## src/rtl/down_timer_ctrl.sv

```systemverilog
// -----------------------------------------------------------------------------
// down_timer_ctrl
//
// Purpose:
//   Command-driven countdown timer. A host issues LOAD / START / STOP commands
//   over a valid/ready handshake; the block sequences an internal WIDTH-bit
//   down counter through IDLE -> ARMED -> RUN -> DONE. DONE always lasts one
//   cycle and drives a single-cycle expiry pulse. With auto_reload set, DONE
//   reloads the last LOAD value and runs again.
//
// Optional feature:
//   TIMER_PRESCALE_EN - when defined, adds the presc_div port and a prescaler
//   so the counter decrements once every presc_div+1 cycles. When undefined,
//   the counter decrements on every cycle in RUN.
//
// Ports:
//   clk          in   single clock, rising edge
//   rst          in   synchronous active-high reset
//   cmd_valid    in   command present
//   cmd_ready    out  command can be accepted this cycle (combinational)
//   cmd_op       in   00 NOP, 01 LOAD, 10 START, 11 STOP
//   cmd_data     in   LOAD value
//   auto_reload  in   sampled in DONE: 1 = reload and rerun
//   count        out  current counter value (registered)
//   state        out  00 IDLE, 01 ARMED, 10 RUN, 11 DONE (registered)
//   busy         out  high while in RUN (registered)
//   expired      out  high for the single DONE cycle (registered)
//   presc_div    in   tick divider (TIMER_PRESCALE_EN only)
// -----------------------------------------------------------------------------
module down_timer_ctrl #(
  parameter int WIDTH      = 4,
  parameter int PRESCALE_W = 4
) (
  input  logic             clk,
  input  logic             rst,
  input  logic             cmd_valid,
  output logic             cmd_ready,
  input  logic [1:0]       cmd_op,
  input  logic [WIDTH-1:0] cmd_data,
  input  logic             auto_reload,
  output logic [WIDTH-1:0] count,
  output logic [1:0]       state,
  output logic             busy,
  output logic             expired
`ifdef TIMER_PRESCALE_EN
  ,
  input  logic [PRESCALE_W-1:0] presc_div
`endif
);

  typedef enum logic [1:0] {
    ST_IDLE  = 2'b00,
    ST_ARMED = 2'b01,
    ST_RUN   = 2'b10,
    ST_DONE  = 2'b11
  } state_t;

  localparam logic [1:0] OP_LOAD  = 2'b01;
  localparam logic [1:0] OP_START = 2'b10;
  localparam logic [1:0] OP_STOP  = 2'b11;

  localparam logic [WIDTH-1:0] ONE  = {{(WIDTH-1){1'b0}}, 1'b1};
  localparam logic [WIDTH-1:0] ZERO = '0;

  state_t           state_reg;
  logic [WIDTH-1:0] count_reg;
  logic [WIDTH-1:0] reload_reg;
  logic             busy_reg;
  logic             expired_reg;

  logic cmd_acc;
  logic is_load;
  logic is_start;
  logic is_stop;
  logic tick;

  // DONE is a fixed one-cycle state, so no command can be taken there.
  assign cmd_ready = !rst && (state_reg != ST_DONE);
  assign cmd_acc   = cmd_valid && cmd_ready;
  assign is_load   = cmd_acc && (cmd_op == OP_LOAD);
  assign is_start  = cmd_acc && (cmd_op == OP_START);
  assign is_stop   = cmd_acc && (cmd_op == OP_STOP);

`ifdef TIMER_PRESCALE_EN
  logic [PRESCALE_W-1:0] presc_reg;

  assign tick = (presc_reg == presc_div);

  // Counts only while RUN continues; any other situation (entering RUN from
  // ARMED/DONE, STOP, idle states) leaves it at zero so every run starts
  // with a full prescale period.
  always_ff @(posedge clk) begin
    if (rst) begin
      presc_reg <= '0;
    end else if (state_reg == ST_RUN && !is_stop && !tick) begin
      presc_reg <= presc_reg + 1'b1;
    end else begin
      presc_reg <= '0;
    end
  end
`else
  assign tick = 1'b1;

  // PRESCALE_W only shapes the optional prescaler; this keeps the parameter
  // referenced in builds without it.
  if (PRESCALE_W > 0) begin : g_presc_w_ok
  end
`endif

  always_ff @(posedge clk) begin
    if (rst) begin
      state_reg   <= ST_IDLE;
      count_reg   <= ZERO;
      reload_reg  <= ZERO;
      busy_reg    <= 1'b0;
      expired_reg <= 1'b0;
    end else begin
      case (state_reg)
        ST_IDLE: begin
          if (is_load) begin
            reload_reg <= cmd_data;
            count_reg  <= cmd_data;
            state_reg  <= ST_ARMED;
          end
        end

        ST_ARMED: begin
          if (is_load) begin
            reload_reg <= cmd_data;
            count_reg  <= cmd_data;
          end else if (is_start) begin
            if (count_reg != ZERO) begin
              state_reg <= ST_RUN;
              busy_reg  <= 1'b1;
            end else begin
              state_reg   <= ST_DONE;
              expired_reg <= 1'b1;
            end
          end
        end

        ST_RUN: begin
          // STOP takes priority over the decrement, even a terminal one.
          if (is_stop) begin
            state_reg <= ST_ARMED;
            busy_reg  <= 1'b0;
          end else begin
            // A LOAD while running only retargets the next reload.
            if (is_load) begin
              reload_reg <= cmd_data;
            end
            if (tick) begin
              // <= ONE also covers a zero count so the counter never wraps.
              if (count_reg <= ONE) begin
                count_reg   <= ZERO;
                state_reg   <= ST_DONE;
                busy_reg    <= 1'b0;
                expired_reg <= 1'b1;
              end else begin
                count_reg <= count_reg - ONE;
              end
            end
          end
        end

        ST_DONE: begin
          expired_reg <= 1'b0;
          // A zero reload value would expire immediately forever, so it is
          // treated as one-shot.
          if (auto_reload && (reload_reg != ZERO)) begin
            count_reg <= reload_reg;
            state_reg <= ST_RUN;
            busy_reg  <= 1'b1;
          end else begin
            count_reg <= ZERO;
            state_reg <= ST_IDLE;
          end
        end

        default: begin
          state_reg   <= ST_IDLE;
          busy_reg    <= 1'b0;
          expired_reg <= 1'b0;
        end
      endcase
    end
  end

  assign count   = count_reg;
  assign state   = state_reg;
  assign busy    = busy_reg;
  assign expired = expired_reg;

endmodule
```

## config.mk

```make
export PLATFORM = sky130hd
export DESIGN_NAME = down_timer_ctrl
export DESIGN_NICKNAME = d
export VERILOG_FILES = /design/src/rtl/down_timer_ctrl.sv
export SDC_FILE = /design/constraint.sdc
export NUM_CORES = 1
export LEC_CHECK = 0
export CORE_MARGIN = 4
export CORE_UTILIZATION = 47
export DETAILED_ROUTE_END_ITERATION = 16
export PLACE_DENSITY = 0.79
export SKIP_CTS_REPAIR_TIMING = 1
export SYNTH_ARGS = -nofsm -noshare
export SYNTH_HDL_FRONTEND = slang
export SYNTH_SLANG_ARGS = --single-unit
```

## constraint.sdc

```tcl
create_clock -name clk -period 2.4 [get_ports clk]
set_clock_uncertainty 0.1 [all_clocks]
set_input_delay 0.72 -clock clk [delete_from_list [all_inputs] [get_ports clk]]
set_output_delay 0.72 -clock clk [all_outputs]
set_load 0.01 [all_outputs]
```

==> flow_summary.yaml, run 1 <==
synthesis:
  synth-edff-count: 0
  yosysWarnings: 0
  syn_area_per_cell_sq_um: 8.43
  ys_async_sr_fraction_pct: 0
  netlist_area_sq_um: 767
  synth_fp_nets: 103
  ys_seq_elements: 12
  syn_inst: 91
  ys_seq_area_share_pct: 31.3
  synth-main-ff-cell: "dfxtp_1"
  synth.distinct_cells: 37
cells_and_area:
  final_cell_mix: "clkdlybuf4s50_1 (17), dfxtp_1 (12), nor2_1 (9)"
  multiInputGateArea_sq_um: 485
  diodes: 0
  final_cells: 128
  fillers: 123
  final_core_util_pct: 66.5
  area_delta_synth_final_pct: 32.1
  final_nets: 125
  final-seq-area_sq_um: 240
  finalInstanceArea_sq_um: 1010
  final_common_cell: "clkdlybuf4s50_1"
  drive_above_1_share_pct: 10.7
timing:
  period_share_pct: 95.0
  worst_slew_pin_slew_ns: 0.407
  max_freq_ghz: 0.438
  relSlewSlack_pct: 72.2
  drv_slew: 0
  rsz0062_at_grt: "no"
  setup_violations: 0
  hold_viol: 0
  fin_crit_ns: 2.28
place:
  dpl_cell_area_sq_um: 975
  dp_hpwl_um: 1350
  io_buffers: 18
  gp_congestion: 0.809
  placed_cells: 124
worst_setup_path:
  rr_endpoint: "count[3]"
  rr_startpoint: "count[0]"
  arrival_ns: 1.46
  critPathLaunchType: "input pin"
  worstPathMaxFanout: 2
  endpoint_kind: "output pin"
  rr_worst_depth: 6
  cp.required_ns: 1.58
  worstSetupPathType: "in2out"
  reg2reg_slack_ns: 0.49
die:
  design.core.area_sq_um: 1520
  fp-row-count: 14
  ioPinCount: 19
  initial_core_util_pct: 50.3
  die-area_sq_um: 2340
  die_w_um: 48.4
  die_h_um: 48.4
outcome:
  status: "completed"
routing:
  met1_length_um: 869
  postRouteAntennaNets: 0
  dr_wl_met3_um: 90
  drc: 0
  routedWlPerCell_um: 14.0
  firstDrtPassIters: 4
  viasPerCell: 5.96
  wl_met2_um: 798
  highest_layer: "met4"
  drt_iter0_markers: 12
  finalWirelength_um: 1790
  vias: 763
clock_network:
  clock-root-buffer: "clkbuf_4"
  path_clk_slew_ns: 0.07
  cts_tree: "yes"
  h-tree-depth: 1
  clk_path_buf_depth: 2
  clock-sinks: 12
  cts_buffers: 3
  insertion_delay_ns: 0.28
hold_path:
  hold_start: "count[1]"
  hold_depth: 2
  whs_endpoint: "count[1]"
  hold_path.class: "reg2reg"
power_and_ir_drop:
  totalPowerFinal_mw: 0.465
  cellPowerDensity_nw_per_um2: 459
  p_leak_nw: 0.396
  ir_drop_uv: 364
global_route:
  grt_max_degree: 20
  grt_usage_pct: 15.6
  grt-ovfl-total: 0
  grt_pass1_vias: 662
  grt_pass1_wl_um: 2990
  grt_antenna_before_repair: 0
job:
  cap_violations: 0
-- critical path, cell delays in order --
cell             delay (ns)
clkdlybuf4s50_1        0.42
a21oi_1                0.14
dlymetal6s2s_1         0.18
-- metal layers --
| metal | up-vias | GRT usage, % |
|---|---|---|
| met5 | - | 0 |
| met4 | 0 | 6.45 |
| met3 | 6 | 3.99 |
| met2 | 19 | 21.7 |
| met1 | 353 | 22.5 |
| li1 | 385 | - |
-- cells by family after synthesis --
kind of cell / after synthesis / share of synthesized area, %
buffers and inverters: 10 / 5.38
AND/OR/NAND/NOR: 35 / 24.8
flip-flops: 12 / 31.3
multiplexers: 4 / 5.22
adder cells (fa/ha/maj): 2 / 3.26
AO/OA/AOI/OAI: 26 / 27.7
XOR/XNOR: 2 / 2.28
-- through the flow --
| step | hold WS [ns] | TNS, ns | setup slack (ns) |
|---|---|---|---|
| floorplan | 0.386 | 0 | 0.440 |
| global placement | 0.388 | -0.250 | -0.250 |
| detailed placement | 0.401 | -0.264 | -0.264 |
| CTS | 0.411 | -0.270 | -0.270 |
| global route | 0.465 | 0 | 0.0668 |
| finish | 0.410 | 0 | 0.119 |
-- where the power goes --
group / total (mW) / leakage, nW / internal, mW / switching (mW)
combinational: 0.0913 / 0.278 / 0.0479 / 0.0434
clock: 0.163 / 0.0210 / 0.0923 / 0.0709
sequential: 0.211 / 0.0972 / 0.205 / 0.00632
-- area by class of cell --
type / count / share of cell area [%]
Multi-Input combinational cell: 69 / 47.9
Sequential cell: 12 / 23.7
Timing Repair Buffer: 22 / 21.0
Clock buffer: 4 / 3.58
Tap cell: 16 / 1.98
Inverter: 5 / 1.85
-- synthesized netlist by cell type (all sizes together) (3+ instances only) --
library cell,count,area [sq um]
nor3,3,15.0
nand2,6,22.5
nand3b,3,22.5
nor2,10,45.0
mux2i,4,40.0
a211oi,3,27.5
a21oi,5,25.0
nand3,4,20.0
dfxtp,12,240
buf,3,15.0
inv,5,18.8
-- worst max path at each step --
| stage | start | to | cells after the start |
|---|---|---|---|
| finish | rst | cmd_ready | 3 |
| global placement | rst | cmd_ready | 3 |
| floorplan | rst | cmd_ready | 2 |
| global route | rst | cmd_ready | 3 |
| CTS | rst | cmd_ready | 3 |
| detailed placement | rst | cmd_ready | 3 |
Note: power is estimated with default switching activity, not from simulation.
==> run 2, diff against run 1 <==
==> constraint.sdc (replaced) <==
create_clock -name clk -period 2.18 [get_ports clk]
set_clock_uncertainty 0.1 [all_clocks]
set_input_delay 0.654 -clock clk [delete_from_list [all_inputs] [get_ports clk]]
set_output_delay 0.654 -clock clk [all_outputs]
set_load 0.01 [all_outputs]
==> flow_summary.yaml, run 2 (synthesis gave the netlist of run 1 again) <==
place:
  placed_cells: 129
  place_ws_ns: -0.351
  dp_hpwl_um: 1430
  gp_congestion: 0.815
  io_buffers: 18
job:
  cap_violations: 0
timing:
  relSlewSlack_pct: 71.6
  rsz0062_at_grt: "no"
  hold_slack_ns: 0.406
  drv_slew: 0
  fin_setup_tns_ns: 0
  fin_ws_ns: 0.0764
  period_share_pct: 96.5
  setup_violations: 0
  max_freq_ghz: 0.475
  hold_viol: 0
  worst_slew_pin_slew_ns: 0.416
  fin_crit_ns: 2.10
worst_setup_path:
  reg2reg_slack_ns: 0.28
  endpoint: "cmd_ready"
  worstPathMaxFanout: 2
  rr_startpoint: "count[0]"
  rr_endpoint: "count[3]"
  cp.required_ns: 1.43
  endpoint_kind: "output pin"
  rr_worst_depth: 6
  critPathLaunchType: "input pin"
  arrival_ns: 1.35
  critPathLaunch: "rst"
  worstSetupPathType: "in2out"
die:
  die-area_sq_um: 2340
  die_h_um: 48.4
  ioPinCount: 19
  initial_core_util_pct: 50.3
  die_w_um: 48.4
  fp-row-count: 14
  design.core.area_sq_um: 1520
clock_network:
  clk_path_buf_depth: 2
  cts_buffers: 3
  insertion_delay_ns: 0.27
  cts_tree: "yes"
  h-tree-depth: 1
  path_clk_slew_ns: 0.07
  clock-sinks: 12
  clock-root-buffer: "clkbuf_4"
cells_and_area:
  fillers: 125
  diodes: 0
  multiInputGateArea_sq_um: 489
  final_cell_mix: "clkdlybuf4s50_1 (17), dfxtp_1 (12), nor2_1 (9), buf_4 (9), nand2_1 (6)"
  area_delta_synth_final_pct: 34.7
  final_nets: 130
  final_common_cell: "clkdlybuf4s50_1"
  final_cells: 132
  final-seq-area_sq_um: 240
  drive_above_1_share_pct: 15.5
routing:
  viasPerCell: 5.84
  routedWlPerCell_um: 14.1
  vias: 771
  drt_iter0_markers: 20
  postRouteAntennaNets: 0
  finalWirelength_um: 1860
  drc: 0
  firstDrtPassIters: 4
power_and_ir_drop:
  p_leak_nw: 0.404
  cellPowerDensity_nw_per_um2: 459
  ir_drop_uv: 384
global_route:
  grt_pass1_vias: 710
  grt-ovfl-total: 0
  grt_antenna_before_repair: 0
  grt_max_degree: 20
  grt_pass1_wl_um: 3140
  grt_usage_pct: 16.3
hold_path:
  hold_path.class: "reg2reg"
outcome:
  status: "completed"
==> run 2: cell types whose count changed in the layout (fill, tap and decap cells not counted) <==
cell            before  now
a21oi_1              5    4
clkbuf_8             1    0
dlymetal6s2s_1       1    0
a21oi_2              0    1
buf_4                4    9
clkbuf_2             0    1
==> run 2: power by group <==
part | switching (mW) | internal [mW] | total, mW | leakage [nW]
sequential | 0.00726 | 0.225 | 0.233 | 0.0972
combinational | 0.0487 | 0.0575 | 0.106 | 0.293
clock | 0.0715 | 0.0638 | 0.135 | 0.0138
total | 0.128 | 0.347 | 0.474 | 0.404
==> run 2: how the worst min path moves through the flow <==
| stage | endpoint | startpoint | slack [ns] | cells past startpoint |
|---|---|---|---|---|
| floorplan | reload_reg[0] | reload_reg[0] | 0.39 | 2 |
| global placement | count[1] | count[1] | 0.39 | 2 |
| detailed placement | count[1] | count[1] | 0.40 | 2 |
| CTS | count[1] | count[1] | 0.41 | 2 |
| global route | busy | busy | 0.43 | 1 |
| finish | count[1] | count[1] | 0.41 | 2 |
==> run 2: worst max-delay path, stage by stage <==
cell and delay, ns:
clkdlybuf4s50_1 0.43, a21oi_2 0.12, clkbuf_2 0.14
==> run 2: layer usage <==
metal	vias up	global-route usage (%)	routed length, um
met3	2	3.99	91
met2	20	24.1	867
li1	394	-	-
met4	0	4.15	17
met1	355	23.3	886
met5	-	0	0
==> run 2: final cells by class <==
cell class	count	share of cell area [%]
clock buffers	3	2.18
flip-flops and latches	12	23.2
repair buffers	27	23.5
inverters	5	1.82
well taps	16	1.94
multi-input cells	69	47.3
==> run 2: metrics by stage <==
step / utilization [%] / area [sq um] / power, mW
6_report: 67.8 / 1030 / 0.474
5_1_grt: 67.8 / 1030 / 0.500
4_1_cts: 67.9 / 1030 / 0.478
3_5_place_dp: 66.4 / 1010 / 0.344
3_3_place_gp: 66.4 / 1010 / 0.342
2_1_floorplan: - / 767 / 0.290
